### src/rtl/uart_rx_fifo_pkg.sv
// Shared definitions for the uart_rx_fifo receiver: FSM state encoding and frame constants.
package uart_pkg;

  localparam int DATA_BITS = 8;
  localparam int MIN_DIV   = 4;

  typedef enum logic [2:0] {
    ST_IDLE,
    ST_START,
    ST_DATA,
    ST_PARITY,
    ST_STOP,
    ST_BREAK
  } rx_state_e;

endpackage

### src/rtl/uart_rx_fifo_if.sv
// Received-byte valid/ready stream between the UART receiver (master) and its consumer (slave).
interface uart_rx_fifo_if;
  import uart_pkg::*;

  logic [DATA_BITS-1:0] rx_data;
  logic                 rx_valid;
  logic                 rx_ready;

  modport master (output rx_data, output rx_valid, input rx_ready);
  modport slave  (input rx_data, input rx_valid, output rx_ready);

endinterface

### src/rtl/uart_rx_fifo_mem.sv
// Receive FIFO: FIFO_DEPTH x 8 storage with wrap-bit pointers and a registered head byte.
module uart_rx_fifo_mem
  import uart_pkg::*;
#(
  parameter int FIFO_DEPTH = 4
) (
  input  logic                 clk,
  input  logic                 resetn,
  input  logic                 push_i,
  input  logic [DATA_BITS-1:0] wdata_i,
  input  logic                 pop_i,
  output logic [DATA_BITS-1:0] head_o,
  output logic                 valid_o,
  output logic                 full_o
);

  localparam int AW = $clog2(FIFO_DEPTH);

  logic [DATA_BITS-1:0] mem_q [FIFO_DEPTH];
  logic [AW:0]          wr_q, wr_d, rd_q, rd_d, rd_nxt;
  logic [DATA_BITS-1:0] head_q, head_d;
  logic                 valid_q;
  logic                 empty, full, do_push, do_pop;

  assign empty   = (wr_q == rd_q);
  assign full    = (wr_q[AW] != rd_q[AW]) && (wr_q[AW-1:0] == rd_q[AW-1:0]);
  assign do_pop  = pop_i & ~empty;
  // When full, a simultaneous pop frees the slot the push writes into.
  assign do_push = push_i & (~full | do_pop);
  assign rd_nxt  = rd_q + 1'b1;

  always_comb begin
    wr_d   = do_push ? (wr_q + 1'b1) : wr_q;
    rd_d   = do_pop ? rd_nxt : rd_q;
    head_d = head_q;
    if (empty) begin
      if (do_push) head_d = wdata_i;
    end else if (do_pop) begin
      if (rd_nxt != wr_q)  head_d = mem_q[rd_nxt[AW-1:0]];
      else if (do_push)    head_d = wdata_i;
    end
  end

  always_ff @(posedge clk or negedge resetn) begin
    if (!resetn) begin
      wr_q    <= '0;
      rd_q    <= '0;
      head_q  <= '0;
      valid_q <= 1'b0;
    end else begin
      wr_q    <= wr_d;
      rd_q    <= rd_d;
      head_q  <= head_d;
      valid_q <= (wr_d != rd_d);
    end
  end

  always_ff @(posedge clk) begin
    if (do_push) mem_q[wr_q[AW-1:0]] <= wdata_i;
  end

  assign head_o  = head_q;
  assign valid_o = valid_q;
  assign full_o  = full;

endmodule

### src/rtl/uart_rx_fifo.sv
// 8N1 UART receiver with mid-bit sampling, false-start rejection, error pulses and a receive FIFO.
// Define UART_RX_PARITY_EN to add a parity bit (PARITY_ODD selects odd parity).
module uart_rx_fifo
  import uart_pkg::*;
#(
  parameter int DIV_W      = 16,
  parameter int FIFO_DEPTH = 4
`ifdef UART_RX_PARITY_EN
  ,
  parameter bit PARITY_ODD = 1'b0
`endif
) (
  input  logic             clk,
  input  logic             resetn,
  input  logic [DIV_W-1:0] cfg_div,
  input  logic             rxd,
  uart_rx_fifo_if.master   rx,
  output logic             err_frame,
  output logic             err_overrun,
  output logic             err_parity,
  output logic             busy
);

  localparam int                BW       = $clog2(DATA_BITS);
  localparam logic [BW-1:0]     BIT_LAST = BW'(DATA_BITS - 1);
  localparam logic [DIV_W-1:0]  ONE      = DIV_W'(1);
  localparam logic [DIV_W-1:0]  DIV_MIN  = DIV_W'(MIN_DIV);

  logic                 sync1_q, rxd_s_q, rxd_prev_q, armed_q;
  logic [1:0]           fill_q;
  logic                 fall;
  rx_state_e            state_q, state_d;
  logic [DIV_W-1:0]     cnt_q, cnt_d, div_eff, half;
  logic [BW-1:0]        bit_q, bit_d;
  logic [DATA_BITS-1:0] shift_q, shift_d;
  logic                 push, pop, fifo_full, fifo_valid;
  logic [DATA_BITS-1:0] fifo_head;
  logic                 frame_d, err_frame_q, err_overrun_q;
`ifdef UART_RX_PARITY_EN
  logic                 par_bad_q, par_bad_d, par_err_d, err_parity_q;
`endif

  assign div_eff = (cfg_div < DIV_MIN) ? DIV_MIN : cfg_div;
  assign half    = div_eff >> 1;

  // The synchroniser resets high, so the line is only armed once a real high
  // level has propagated; this stops a low line at reset release posing as a start.
  always_ff @(posedge clk or negedge resetn) begin
    if (!resetn) begin
      sync1_q    <= 1'b1;
      rxd_s_q    <= 1'b1;
      rxd_prev_q <= 1'b1;
      fill_q     <= 2'b00;
      armed_q    <= 1'b0;
    end else begin
      sync1_q    <= rxd;
      rxd_s_q    <= sync1_q;
      rxd_prev_q <= rxd_s_q;
      fill_q     <= {fill_q[0], 1'b1};
      armed_q    <= armed_q | (fill_q[1] & rxd_s_q);
    end
  end

  assign fall = armed_q & rxd_prev_q & ~rxd_s_q;

  always_comb begin
    state_d = state_q;
    cnt_d   = cnt_q;
    bit_d   = bit_q;
    shift_d = shift_q;
    push    = 1'b0;
    frame_d = 1'b0;
`ifdef UART_RX_PARITY_EN
    par_bad_d = par_bad_q;
    par_err_d = 1'b0;
`endif
    case (state_q)
      ST_IDLE: begin
        if (fall) begin
          state_d = ST_START;
          cnt_d   = half - ONE;
        end
      end
      ST_START: begin
        if (cnt_q == '0) begin
          if (rxd_s_q) begin
            state_d = ST_IDLE;
          end else begin
            state_d = ST_DATA;
            cnt_d   = div_eff - ONE;
            bit_d   = '0;
          end
        end else begin
          cnt_d = cnt_q - ONE;
        end
      end
      ST_DATA: begin
        if (cnt_q == '0) begin
          shift_d = {rxd_s_q, shift_q[DATA_BITS-1:1]};
          cnt_d   = div_eff - ONE;
          bit_d   = bit_q + BW'(1);
          if (bit_q == BIT_LAST) begin
`ifdef UART_RX_PARITY_EN
            state_d = ST_PARITY;
`else
            state_d = ST_STOP;
`endif
          end
        end else begin
          cnt_d = cnt_q - ONE;
        end
      end
`ifdef UART_RX_PARITY_EN
      ST_PARITY: begin
        if (cnt_q == '0) begin
          par_bad_d = ((^shift_q) ^ rxd_s_q) != PARITY_ODD;
          cnt_d     = div_eff - ONE;
          state_d   = ST_STOP;
        end else begin
          cnt_d = cnt_q - ONE;
        end
      end
`endif
      ST_STOP: begin
        if (cnt_q == '0) begin
          if (rxd_s_q) begin
            state_d = ST_IDLE;
`ifdef UART_RX_PARITY_EN
            if (par_bad_q) par_err_d = 1'b1;
            else           push      = 1'b1;
`else
            push    = 1'b1;
`endif
          end else begin
            frame_d = 1'b1;
            state_d = ST_BREAK;
          end
        end else begin
          cnt_d = cnt_q - ONE;
        end
      end
      ST_BREAK: begin
        if (rxd_s_q) state_d = ST_IDLE;
      end
      default: state_d = ST_IDLE;
    endcase
  end

  always_ff @(posedge clk or negedge resetn) begin
    if (!resetn) begin
      state_q       <= ST_IDLE;
      cnt_q         <= '0;
      bit_q         <= '0;
      err_frame_q   <= 1'b0;
      err_overrun_q <= 1'b0;
    end else begin
      state_q       <= state_d;
      cnt_q         <= cnt_d;
      bit_q         <= bit_d;
      err_frame_q   <= frame_d;
      err_overrun_q <= push & fifo_full & ~pop;
    end
  end

  always_ff @(posedge clk) begin
    shift_q <= shift_d;
  end

`ifdef UART_RX_PARITY_EN
  always_ff @(posedge clk or negedge resetn) begin
    if (!resetn) begin
      par_bad_q    <= 1'b0;
      err_parity_q <= 1'b0;
    end else begin
      par_bad_q    <= par_bad_d;
      err_parity_q <= par_err_d;
    end
  end
  assign err_parity = err_parity_q;
`else
  assign err_parity = 1'b0;
`endif

  assign pop = fifo_valid & rx.rx_ready;

  uart_rx_fifo_mem #(.FIFO_DEPTH(FIFO_DEPTH)) u_mem (
    .clk     (clk),
    .resetn  (resetn),
    .push_i  (push),
    .wdata_i (shift_q),
    .pop_i   (pop),
    .head_o  (fifo_head),
    .valid_o (fifo_valid),
    .full_o  (fifo_full)
  );

  assign rx.rx_data  = fifo_head;
  assign rx.rx_valid = fifo_valid;
  assign err_frame   = err_frame_q;
  assign err_overrun = err_overrun_q;
  assign busy        = (state_q != ST_IDLE);

endmodule

### src/flat_wrapper.sv
// flat-port wrapper written by rule: the top's interface ports become plain ports
module uart_rx_fifo_flat import uart_pkg::*;
#(
  parameter int DIV_W      = 16,
  parameter int FIFO_DEPTH = 4

)
  (clk, resetn, cfg_div, rxd, err_frame, err_overrun, err_parity, busy, rx_rx_data, rx_rx_valid, rx_rx_ready);
  uart_rx_fifo_if rx_i ();
  input  logic clk;
  input  logic resetn;
  input  logic [DIV_W-1:0] cfg_div;
  input  logic rxd;
  output logic err_frame;
  output logic err_overrun;
  output logic err_parity;
  output logic busy;
  output wire logic [$bits(rx_i.rx_data)-1:0] rx_rx_data;
  output wire logic [$bits(rx_i.rx_valid)-1:0] rx_rx_valid;
  input wire logic [$bits(rx_i.rx_ready)-1:0] rx_rx_ready;
  assign rx_rx_data = rx_i.rx_data;
  assign rx_rx_valid = rx_i.rx_valid;
  assign rx_i.rx_ready = rx_rx_ready;
  uart_rx_fifo #(.DIV_W(DIV_W), .FIFO_DEPTH(FIFO_DEPTH)) u_core (.clk(clk), .resetn(resetn), .cfg_div(cfg_div), .rxd(rxd), .rx(rx_i), .err_frame(err_frame), .err_overrun(err_overrun), .err_parity(err_parity), .busy(busy));
endmodule
### config.mk
export PLATFORM = sky130hd
export DESIGN_NAME = uart_rx_fifo_flat
export DESIGN_NICKNAME = d
export VERILOG_FILES = /design/src/rtl/uart_rx_fifo_pkg.sv /design/src/rtl/uart_rx_fifo_if.sv /design/src/rtl/uart_rx_fifo_mem.sv /design/src/rtl/uart_rx_fifo.sv /design/src/flat_wrapper.sv
export SDC_FILE = /design/constraint.sdc
export NUM_CORES = 1
export LEC_CHECK = 0
export CORE_MARGIN = 2
export CORE_UTILIZATION = 55
export CTS_BUF_LIST = sky130_fd_sc_hd__clkbuf_4
export DETAILED_ROUTE_END_ITERATION = 16
export DONT_BUFFER_PORTS = 1
export PLACE_DENSITY = 0.69
export SETUP_SLACK_MARGIN = 0.2
export SLEW_MARGIN = 5
export SYNTH_ARGS = -nofsm -noshare
export SYNTH_HDL_FRONTEND = slang
export SYNTH_HIERARCHICAL = 1
export SYNTH_SLANG_ARGS = --single-unit
### constraint.sdc
create_clock -name clk -period 6.63 [get_ports clk]
set_input_delay 1.326 -clock clk [delete_from_list [all_inputs] [get_ports clk]]
set_output_delay 1.326 -clock clk [all_outputs]
set_load 0.01 [all_outputs]
==> results of run 1 <==
==> Yosys cell counts, drive strengths merged, types with 4 or more instances <==
master,n,area (µm²)
a31oi,5,31.28
clkbuf,20,96.34
ha,12,150.1
nor3,17,90.09
o221ai,5,43.79
a21oi,21,105.1
a21o,4,30.03
o31ai,13,107.6
and3,4,25.02
nor2b,9,56.30
or2,4,25.03
a211oi,4,30.03
nor3b,4,30.03
nand3,4,20.02
or3,7,45.05
a22oi,5,37.54
edfxtp,40,1201
o41ai,7,80.08
xor2,10,113.9
xnor2,15,131.4
nand2b,8,50.05
a221o,8,80.08
mux2,4,48.79
or4,8,67.56
buf,13,102.6
inv,14,52.55
a22o,4,35.03
nand4,8,50.05
nor4,14,115.1
nand3b,4,30.03
dfrtp,42,1051
mux4,8,180.2
nand2,15,56.30
o211ai,11,82.58
nor2,31,118.9
o21ai,23,118.9
==> layout make-up <==
cell class / instances / share of cell area (%)
clock buffer: 9 / 1.280
clock inverter: 7 / 1.090
timing repair buffer: 1 / 0.1422
inverter: 14 / 0.9955
sequential: 85 / 44.16
tap: 111 / 2.631
multi-input combinational: 345 / 49.70
==> path summary, 6_finish.rpt <==
check	from	cells after the start	to
worst max-delay path	cfg_div[13]	9	u_core/cnt_q[15]$_DFFE_PN0P_
worst min-delay path	u_core/sync1_q$_DFF_PN1_	0	u_core/rxd_s_q$_DFF_PN1_
worst max register to register	u_core/cnt_q[5]$_DFFE_PN0P_	5	u_core/u_mem/mem_q[1][3]$_DFFE_PP_
max in group asynchronous	resetn	0	u_core/rxd_s_q$_DFF_PN1_
worst min register to register	u_core/sync1_q$_DFF_PN1_	0	u_core/rxd_s_q$_DFF_PN1_
min in group asynchronous	resetn	0	u_core/u_mem/head_o[5]$_DFFE_PN0P_
==> sequential cells by signal (all words and copies together), names as in the netlist <==
register,flops
u_core/u_mem/wr_q,3
u_core/state_q,3
u_core/fill_q,2
u_core/err_overrun,1
u_core/shift_q,8
u_core/armed_q,1
u_core/err_frame,1
u_core/u_mem/rd_q,3
u_core/rxd_s_q,1
u_core/cnt_q,16
u_core/u_mem/mem_q,32
u_core/u_mem/valid_o,1
u_core/u_mem/head_o,8
u_core/rxd_prev_q,1
u_core/bit_q,3
u_core/sync1_q,1
==> stage by stage <==
step | utilization (%) | setup slack, ns | hold slack, ns | power (mW)
final | 57.40 | 2.164 | 0.3730 | 1.705
after global routing | 57.40 | 2.008 | 0.3819 | 1.811
after CTS | 57.40 | 2.246 | 0.3787 | 1.709
after detailed placement | 56.04 | 1.757 | 0.3488 | 1.436
after global placement | 56.04 | 1.940 | 0.3311 | 1.425
after floorplan | - | 2.242 | 0.3312 | 1.316
==> metal layers <==
layer,routed length [µm],global-route usage (%),vias up,part of all wire [%]
met5,0,0,-,0
met4,355,10.08,0,3.0
met3,524,3.451,29,4.4
met2,5920,40.30,129,49
met1,5215,31.23,1967,43
li1,-,-,1826,-
==> power by group <==
part / switching (mW) / internal, mW / total, mW
combinational: 0.344 / 0.312 / 0.655
clock: 0.189 / 0.0816 / 0.270
sequential: 0.142 / 0.637 / 0.779
==> cell families after synthesis <==
group           after synthesis  share of synthesized area, %
other cells                   2                        0.1442
compound gates              139                         20.04
xor+xnor                     26                         5.167
simple gates                151                         17.18
fa+ha+maj                    13                         3.076
mux                          14                         4.782
flops                        85                         44.77
buf+inv                      47                         4.830
==> impl_metrics.yaml, run 1 <==
floorplanning:
  rows: 35
  core-area_um2: 9196
  start_util_pct: 56.61
  ios: 33
  dieArea_um2: 10260
  chipWidth_um: 101.3
  die_h_um: 101.3
clocking:
  cts_made_buffers: 9
  h-tree-depth: 3
  post_cts_buffers: 0
  cts_sinks: 85
  cts_buffer_depth: 2
  worstSkewPairLatency_ns: 0.42
  cts_root_buf: "clkbuf_4"
  cts_tree: "built"
  cts_resized: 0
  cts_hold_buffers: 0
  clk_pin_slew_ns: 0.15
finish:
  finalNonFillerCells: 572
  layout_common_cells: "42 x dfrtp_1, 40 x edfxtp_1, 30 x nor2_1, 21 x a21oi_1, 20 x o21ai_0"
  nets: 488
  drive_above_1_share_pct: 11.93
  final_common_cell: "dfrtp_1"
  areaGrowthSynthToFinish_pct: 1.394
  multi_input_area_um2: 2624
  antenna_cells: 0
  final_area_um2: 5279
  regArea_um2: 2331
  fill_cells: 809
setup_path:
  startpoint_type: "input pin"
  slowest_delay_ns: 0.74
  critPathRequiredTime_ns: 6.91
  critical-path-top-delay-family: "simple AND/OR/NAND/NOR gates"
  cp-end-kind: "flip-flop"
  rrSetupSlack_ns: 2.98
  crit_chain: "nor4_1 -> nand3_1 -> o31ai_1 -> ha_1 -> or3b_2 -> or4_4 -> o31a_1 -> nor2_1 -> o221ai_1"
  crit_type: "input pin to flip-flop"
  path_max_fanout: 7
  crit_buf_inv: 0
  arrival_ns: 4.75
  crit_path_top_delay_cell: "nor4_1"
run:
  cap_violations: 0
routing:
  viasPerCell: 6.907
  wirelength_um: 12020
  via_count: 3951
  drtIter0Drc: 322
  wl_per_cell_um: 21.01
  first_pass_iters: 6
  drtAntennaViolNets: 0
  drcViolationCount: 0
power_and_ir_drop:
  powerDensity_nw_per_um2: 322.9
  ir_drop_uv: 195.8
  leakage_nw: 1.799
yosys:
  synth_cell_types: 83
  synth_enable_flop_cells: 40
  synth_ff_type: "dfrtp_1"
  synth_area_um2: 5206
  async_reset_ff_share_pct: 52.94
  ys_seq_area_share_pct: 44.77
  syn_avg_cell_area_um2: 10.91
  synth_fp_nets: 509
  synth_cells: 477
  yosys_warnings: 6
  ys_seq_elements: 85
sta:
  max_slew_margin_pct: 38.57
  fmax_mhz: 223.9
  post-route-period-util_pct: 67.36
  fin_skew_ns: 0.02890
  rsz0062_at_grt: "false"
  finalHoldViolations: 0
  tns_ns: 0
  tightest_slew_ns: 0.9153
  slew_viol_final: 0
  setup_viol: 0
  post-route-min-period_ns: 4.466
global_routing:
  grt_first_pass_wirelength_um: 19260
  grt_pass1_vias: 3875
  grt_overflow: 0
  antenna_found_initial: 0
  grt_max_degree: 46
  grt_usage_pct: 23.99
place:
  hpwl_um: 8598
  post-place-cells: 556
  io_buffers: 0
  place_area_um2: 5154
  gp_congestion: 0.9882
status:
  status: "finished clean"
worst_hold_path:
  min_path_type: "flip-flop to flip-flop"
No activity file was read; power rests on OpenSTA's default activity.
==> inputs of run 2 (changes only) <==
Settings changed: ABC_AREA set to 1, PLACE_DENSITY 0.69 to 0.72.
Clock period 6.63 ns to 4.08 ns, I/O delays scaled along.
==> run 2 against run 1 <==
Effect of this change:
- worst hold slack got worse by 0.32 ns
- area after synthesis is 3.6% higher
- global-route usage rose by 3.3 points
- combinational power grew 80%
- register-to-register slack lost 2.0 ns
- power is 65% higher
- clock-buffer cell count unchanged
- utilization rose by 0.92 points
- first-iteration DRC count increased by 63%
- routed wire length grew 17%
- final cell count rose by 44%
- synthesized cell count up 45%
==> impl_metrics.yaml, run 2 <==
status:
  status: "finished clean"
routing:
  wl_met1_um: 6175
  via_count: 4684
  wl_per_cell_um: 16.95
  wirelength_um: 14000
  routed.top_layer: "met4"
  first_pass_iters: 5
  drtAntennaViolNets: 0
  drcViolationCount: 0
  drtIter0Drc: 525
  met3_length_um: 1037
  wl_met2_um: 6663
  viasPerCell: 5.671
power_and_ir_drop:
  ir_drop_uv: 423.7
  intPower_mw: 1.572
  design_power_total_mw: 2.814
  switchingPower_mw: 1.242
  leakage_nw: 2.481
  clockPowerShare_pct: 18.3
  comb_power_share_pct: 41.9
  swShare_pct: 44.14
  powerDensity_nw_per_um2: 500.6
  power.share.sequential_pct: 39.8
finish:
  fin_util_pct: 58.32
  layout_common_cells: "165 x nand2_1, 89 x nor2_1, 84 x inv_1, 68 x nand3_1, 42 x dfrtp_1"
  final_area_um2: 5622
  final_common_cell: "nand2_1"
  fill_cells: 937
  largest_register_ffs: 32
  areaGrowthSynthToFinish_pct: 4.222
  antenna_cells: 0
  drive_above_1_share_pct: 9.957
  nets: 720
global_routing:
  grt_overflow: 0
  grt_first_pass_wirelength_um: 22000
  grt_max_degree: 46
  grt_pass1_vias: 4305
  grt_usage_pct: 27.33
  antenna_found_initial: 0
yosys:
  synth_top_area_share_pct: 22.27
  synth_fp_nets: 723
  synth_area_um2: 5394
  ys_seq_area_share_pct: 43.22
  yosys_warnings: 6
  synth_cells: 691
  async_reset_ff_share_pct: 52.94
  yosysTopAreaCell: "edfxtp_1"
  synth_enable_flop_cells: 40
  synth_cell_types: 49
  synthTopCellsByCount: "165 x nand2_1, 89 x nor2_1, 84 x inv_1"
  synth.most_common_cell: "nand2_1"
  synth_area_leaders: "edfxtp_1 22%, dfrtp_1 19%, nand2_1 11%"
  syn_avg_cell_area_um2: 7.806
  synth_ff_type: "dfrtp_1"
  ys_seq_elements: 85
sta:
  finalHoldViolations: 0
  post-route-period-util_pct: 76.73
  worst_slack_ns: 0.9496
  setup_viol: 0
  fmax_mhz: 319.4
  slew_viol_final: 0
  rsz0062_at_grt: "false"
  tightest_slew_ns: 0.7743
  post-route-min-period_ns: 3.130
  tns_ns: 0
  fin_skew_ns: 0.02122
  max_slew_margin_pct: 48.19
place:
  io_buffers: 0
  gp_congestion: 0.9861
  hpwl_um: 10520
  pre_cts_ws_ns: 0.9798
  place_area_um2: 5464
clocking:
  worstSkewPairLatency_ns: 0.44
  cts_tree: "built"
  cts_sinks: 85
  clk_pin_slew_ns: 0.15
  h-tree-depth: 3
  cts_made_buffers: 9
  cts_buffer_depth: 2
  cts_root_buf: "clkbuf_4"
  cts_resized: 0
setup_path:
  slowest_delay_ns: 0.55
  arrival_ns: 3.20
  cp-end-kind: "flip-flop"
  critical-path-top-delay-family: "simple AND/OR/NAND/NOR gates"
  rrSetupSlack_ns: 0.95
  crit_path_top_delay_cell: "nor2_1"
  crit_buf_inv: 2
  crit_chain: "inv_1 -> ha_1 -> nand3_1 -> nor2_1 -> nand3b_4 -> clkinv_2 -> nand2_1 -> nor2_1 -> nand2_4 -> nor2_1"
  critPathRequiredTime_ns: 4.15
  path_max_fanout: 17
  startpoint_type: "flip-flop"
  cp_common_cell: "nor2_1"
  crit_type: "flip-flop to flip-flop"
worst_hold_path:
  min_path_type: "input pin to async pin"
floorplanning:
  dieArea_um2: 10620
  ios: 33
  die_h_um: 103.0
  chipWidth_um: 103.0
  start_util_pct: 55.96
  rows: 36
  core-area_um2: 9639
run:
  cap_violations: 0
-- run 2: cell types whose count changed after synthesis, moves of 11 or more --
cell | previous run | this run
nor2_1 | 30 | 89
nand2_1 | 15 | 165
nand2_2 | 0 | 12
xnor2_1 | 15 | 3
nand3_1 | 4 | 68
inv_1 | 14 | 84
clkbuf_1 | 17 | 3
nor4_1 | 11 | 0
a21oi_1 | 21 | 35
-- run 2: path summary, 6_finish.rpt --
check,start,end,depth (start not counted)
max in group asynchronous,resetn,u_core/state_q[2]$_DFFE_PN0P_,1
min in group clk,rxd,u_core/sync1_q$_DFF_PN1_,0
worst max-delay path,u_core/cnt_q[0]$_DFFE_PN0P_,u_core/u_mem/mem_q[2][5]$_DFFE_PP_,10
worst min-delay path,resetn,u_core/u_mem/rd_q[0]$_DFF_PN0_,0
worst max register to register,u_core/cnt_q[0]$_DFFE_PN0P_,u_core/u_mem/mem_q[2][5]$_DFFE_PP_,10
worst min register to register,u_core/sync1_q$_DFF_PN1_,u_core/rxd_s_q$_DFF_PN1_,0
-- run 2: layout make-up --
type,instances,area (µm²),area share [%]
multi-input combinational,498,2603,46.29
sequential,85,2331,41.46
inverter,93,364.1,6.477
tap,133,166.4,2.960
clock inverter,7,80.08,1.424
clock buffer,9,67.56,1.202
timing repair buffer,1,10.01,0.1781
-- run 2: power by group through the flow --
stage	logic [mW]	clock network, mW	registers (mW)
2_1_floorplan	0.925	0	1.11
3_3_place_gp	1.14	0	1.13
3_5_place_dp	1.15	0	1.13
4_1_cts	1.16	0.526	1.12
5_1_grt	1.32	0.563	1.14
6_report	1.18	0.514	1.12
-- run 2: through the flow --
stage	std cells	hold slack [ns]
finish	826	0.04836
global route	826	0.001901
CTS	825	0.02144
detailed placement	809	0.3355
global placement	809	0.3323
floorplan	691	0.3312
-- run 2: timing repair --
action	in CTS	in global routing
hold endpoints to repair	0	10
buffers inserted	0	0
setup endpoints to repair	0	0
hold buffers	0	1
-- run 2: worst register-to-register path, cell delays in order (launching register included) --
cell and delay, ns:
dfrtp_1 0.43, inv_1 0.13, ha_1 0.18, nand3_1 0.08, nor2_1 0.20, nand3b_4 0.22, clkinv_2 0.28, nand2_1 0.12
nor2_1 0.37, nand2_4 0.22, nor2_1 0.55
-- run 2: layer usage --
metal,vias to the layer above,GRT usage (%)
li1,2255,-
met1,2228,38.59
met2,187,43.36
met3,14,5.492
met4,0,6.984
met5,-,0
-- run 2: kinds of logic after synthesis --
kind of cell / after synthesis / synth area share, %
flip-flops: 85 / 43.22
adder cells (fa/ha/maj): 12 / 2.784
buffers and inverters: 108 / 8.536
XOR/XNOR: 17 / 3.039
other: 2 / 0.1392
AND/OR/NAND/NOR: 373 / 32.15
AO/OA/AOI/OAI: 94 / 10.14
==> inputs of run 3 (changes only) <==
Settings changed: ABC_AREA 1 to 0, PLACE_DENSITY 0.72 to 0.69.
Clock period 4.08 ns to 2.9 ns, I/O delays scaled along.
==> run 3 against run 2 <==
Effect of this change:
- clock skew is 0.0052 ns higher
- setup slack worse by 0.62 ns
- clock power is 31% higher
- via count is 12% lower
- combinational power is 39% higher
- power is 44% higher
- utilization is 4.0 points higher
- register-to-register slack worse by 0.52 ns
- non-clock buffer count is 40 higher
- critical endpoint is now u_core/cnt_q[6]$_DFFE_PN0P_
- largest cell class unchanged
- highest routed layer unchanged
==> impl_metrics.yaml, run 3 (same netlist as run 1, synthesis figures left out) <==
global_routing:
  grt_usage_pct: 25.11
  grt_first_pass_wirelength_um: 20200
  antenna_found_initial: 0
  use_met1_pct: 32.46
  busiest_layer: "met2"
  grt_overflow: 0
  grt_pass1_vias: 3959
  met2_usage_pct: 42.33
  grt_use_met3_pct: 4.900
  grt_max_degree: 46
floorplanning:
  start_util_pct: 56.61
  die_h_um: 101.3
  ios: 33
  chipWidth_um: 101.3
  dieArea_um2: 10260
  core-area_um2: 9196
  rows: 35
routing:
  wl_per_cell_um: 20.16
  wirelength_um: 12340
  viasPerCell: 6.747
  via_count: 4129
  drcViolationCount: 0
  drtIter0Drc: 377
  first_pass_iters: 4
  drtAntennaViolNets: 0
finish:
  final_common_cell: "dfrtp_1"
  fill_cells: 760
  finalNonFillerCells: 612
  largest_register_ffs: 32
  areaGrowthSynthToFinish_pct: 10.12
  regArea_um2: 2331
  drive_above_1_share_pct: 22.16
  layout_common_cells: "42 x dfrtp_1, 40 x edfxtp_1, 39 x buf_4, 26 x nor2_1, 21 x a21oi_1"
  final_area_um2: 5733
  antenna_cells: 0
  multi_input_area_um2: 2739
  nets: 528
sta:
  post-route-min-period_ns: 2.571
  slew_viol_final: 0
  post-route-period-util_pct: 88.64
  setup_viol: 0
  fmax_mhz: 389.0
  fin_skew_ns: 0.02640
  finalHoldViolations: 0
  rsz0062_at_grt: "true"
  max_slew_margin_pct: 52.94
  tightest_slew_ns: 0.7059
setup_path:
  startpoint_type: "input pin"
  arrival_ns: 2.90
  path_max_fanout: 7
  cp-end-kind: "flip-flop"
  crit_type: "input pin to flip-flop"
  critPathRequiredTime_ns: 3.23
place:
  post-place-cells: 594
  gp_congestion: 0.9580
  hpwl_um: 8870
  io_buffers: 0
  place_area_um2: 5530
clocking:
  cts_tree: "built"
  cts_made_buffers: 9
  post_cts_buffers: 0
  cts_sinks: 85
  h-tree-depth: 3
  clk_pin_slew_ns: 0.15
  cts_root_buf: "clkbuf_4"
  cts_buffer_depth: 2
  worstSkewPairLatency_ns: 0.44
status:
  status: "finished clean"
power_and_ir_drop:
  ir_drop_uv: 519.4
  leakage_nw: 2.035
  powerDensity_nw_per_um2: 708.7
worst_hold_path:
  min_path_type: "input pin to flip-flop"
run:
  cap_violations: 0
run 3: cell type report:
| class | instances | area share [%] |
|---|---|---|
| multi-input cells | 345 | 47.77 |
| flip-flops and latches | 85 | 40.66 |
| repair buffers | 41 | 5.762 |
| well taps | 111 | 2.423 |
| clock inverters | 7 | 1.288 |
| clock buffers | 9 | 1.179 |
| inverters | 14 | 0.9166 |
run 3: critical path, cell delays in order:
cell	delay, ns
nor4_4	0.33
nand3_2	0.15
buf_4	0.16
o31ai_2	0.23
ha_2	0.24
or3b_2	0.50
o31ai_1	0.21
o31ai_1	0.12
a211oi_1	0.26
o211ai_1	0.10
run 3: where the power goes:
group	switching [mW]	internal (mW)
clock network	0.467	0.205
registers	0.293	1.46
logic	0.853	0.789
run 3: per-stage QoR:
stage / setup TNS [ns] / hold slack (ns) / setup slack, ns / total power [mW] / util [%]
3_5_place_dp: -1.324 / 0.2854 / -0.2184 / 3.380 / 60.14
2_1_floorplan: -2.428 / 0.2844 / -0.4786 / 3.020 / -
5_1_grt: 0 / 0.08979 / 0.1966 / 4.332 / 62.34
6_report: 0 / 0.1299 / 0.3293 / 4.063 / 62.34
3_3_place_gp: -0.7874 / 0.2853 / -0.1629 / 3.331 / 60.14
4_1_cts: 0 / 0.1076 / 0.2930 / 4.082 / 62.08
run 3: layer usage:
metal | part of all wire, % | routed length [µm] | up-vias
li1 | - | - | 1907
met1 | 43 | 5250 | 2073
met2 | 51 | 6273 | 129
met3 | 4.8 | 591 | 20
met4 | 1.8 | 225 | 0
met5 | 0 | 0 | -
run 3: path summary, 6_finish.rpt:
kind,cells after the start,slack (ns),endpoint,start
min in group asynchronous,2,0.61,u_core/u_mem/wr_q[2]$_DFF_PN0_,resetn
worst max-delay path,10,0.33,u_core/cnt_q[6]$_DFFE_PN0P_,cfg_div[13]
worst max register to register,10,0.43,u_core/u_mem/valid_o$_DFF_PN0_,u_core/cnt_q[0]$_DFFE_PN0P_
worst min register to register,0,0.37,u_core/rxd_s_q$_DFF_PN1_,u_core/sync1_q$_DFF_PN1_
max in group asynchronous,2,1.97,u_core/rxd_prev_q$_DFF_PN1_,resetn
worst min-delay path,0,0.13,u_core/sync1_q$_DFF_PN1_,rxd
run 3: what timing repair did:
| item | CTS | global route |
|---|---|---|
| resized for setup | 0 | 5 |
| endpoints found under the setup margin | 0 | 18 |
| endpoints found under the hold margin | 45 | 0 |
| hold buffers | 2 | 0 |
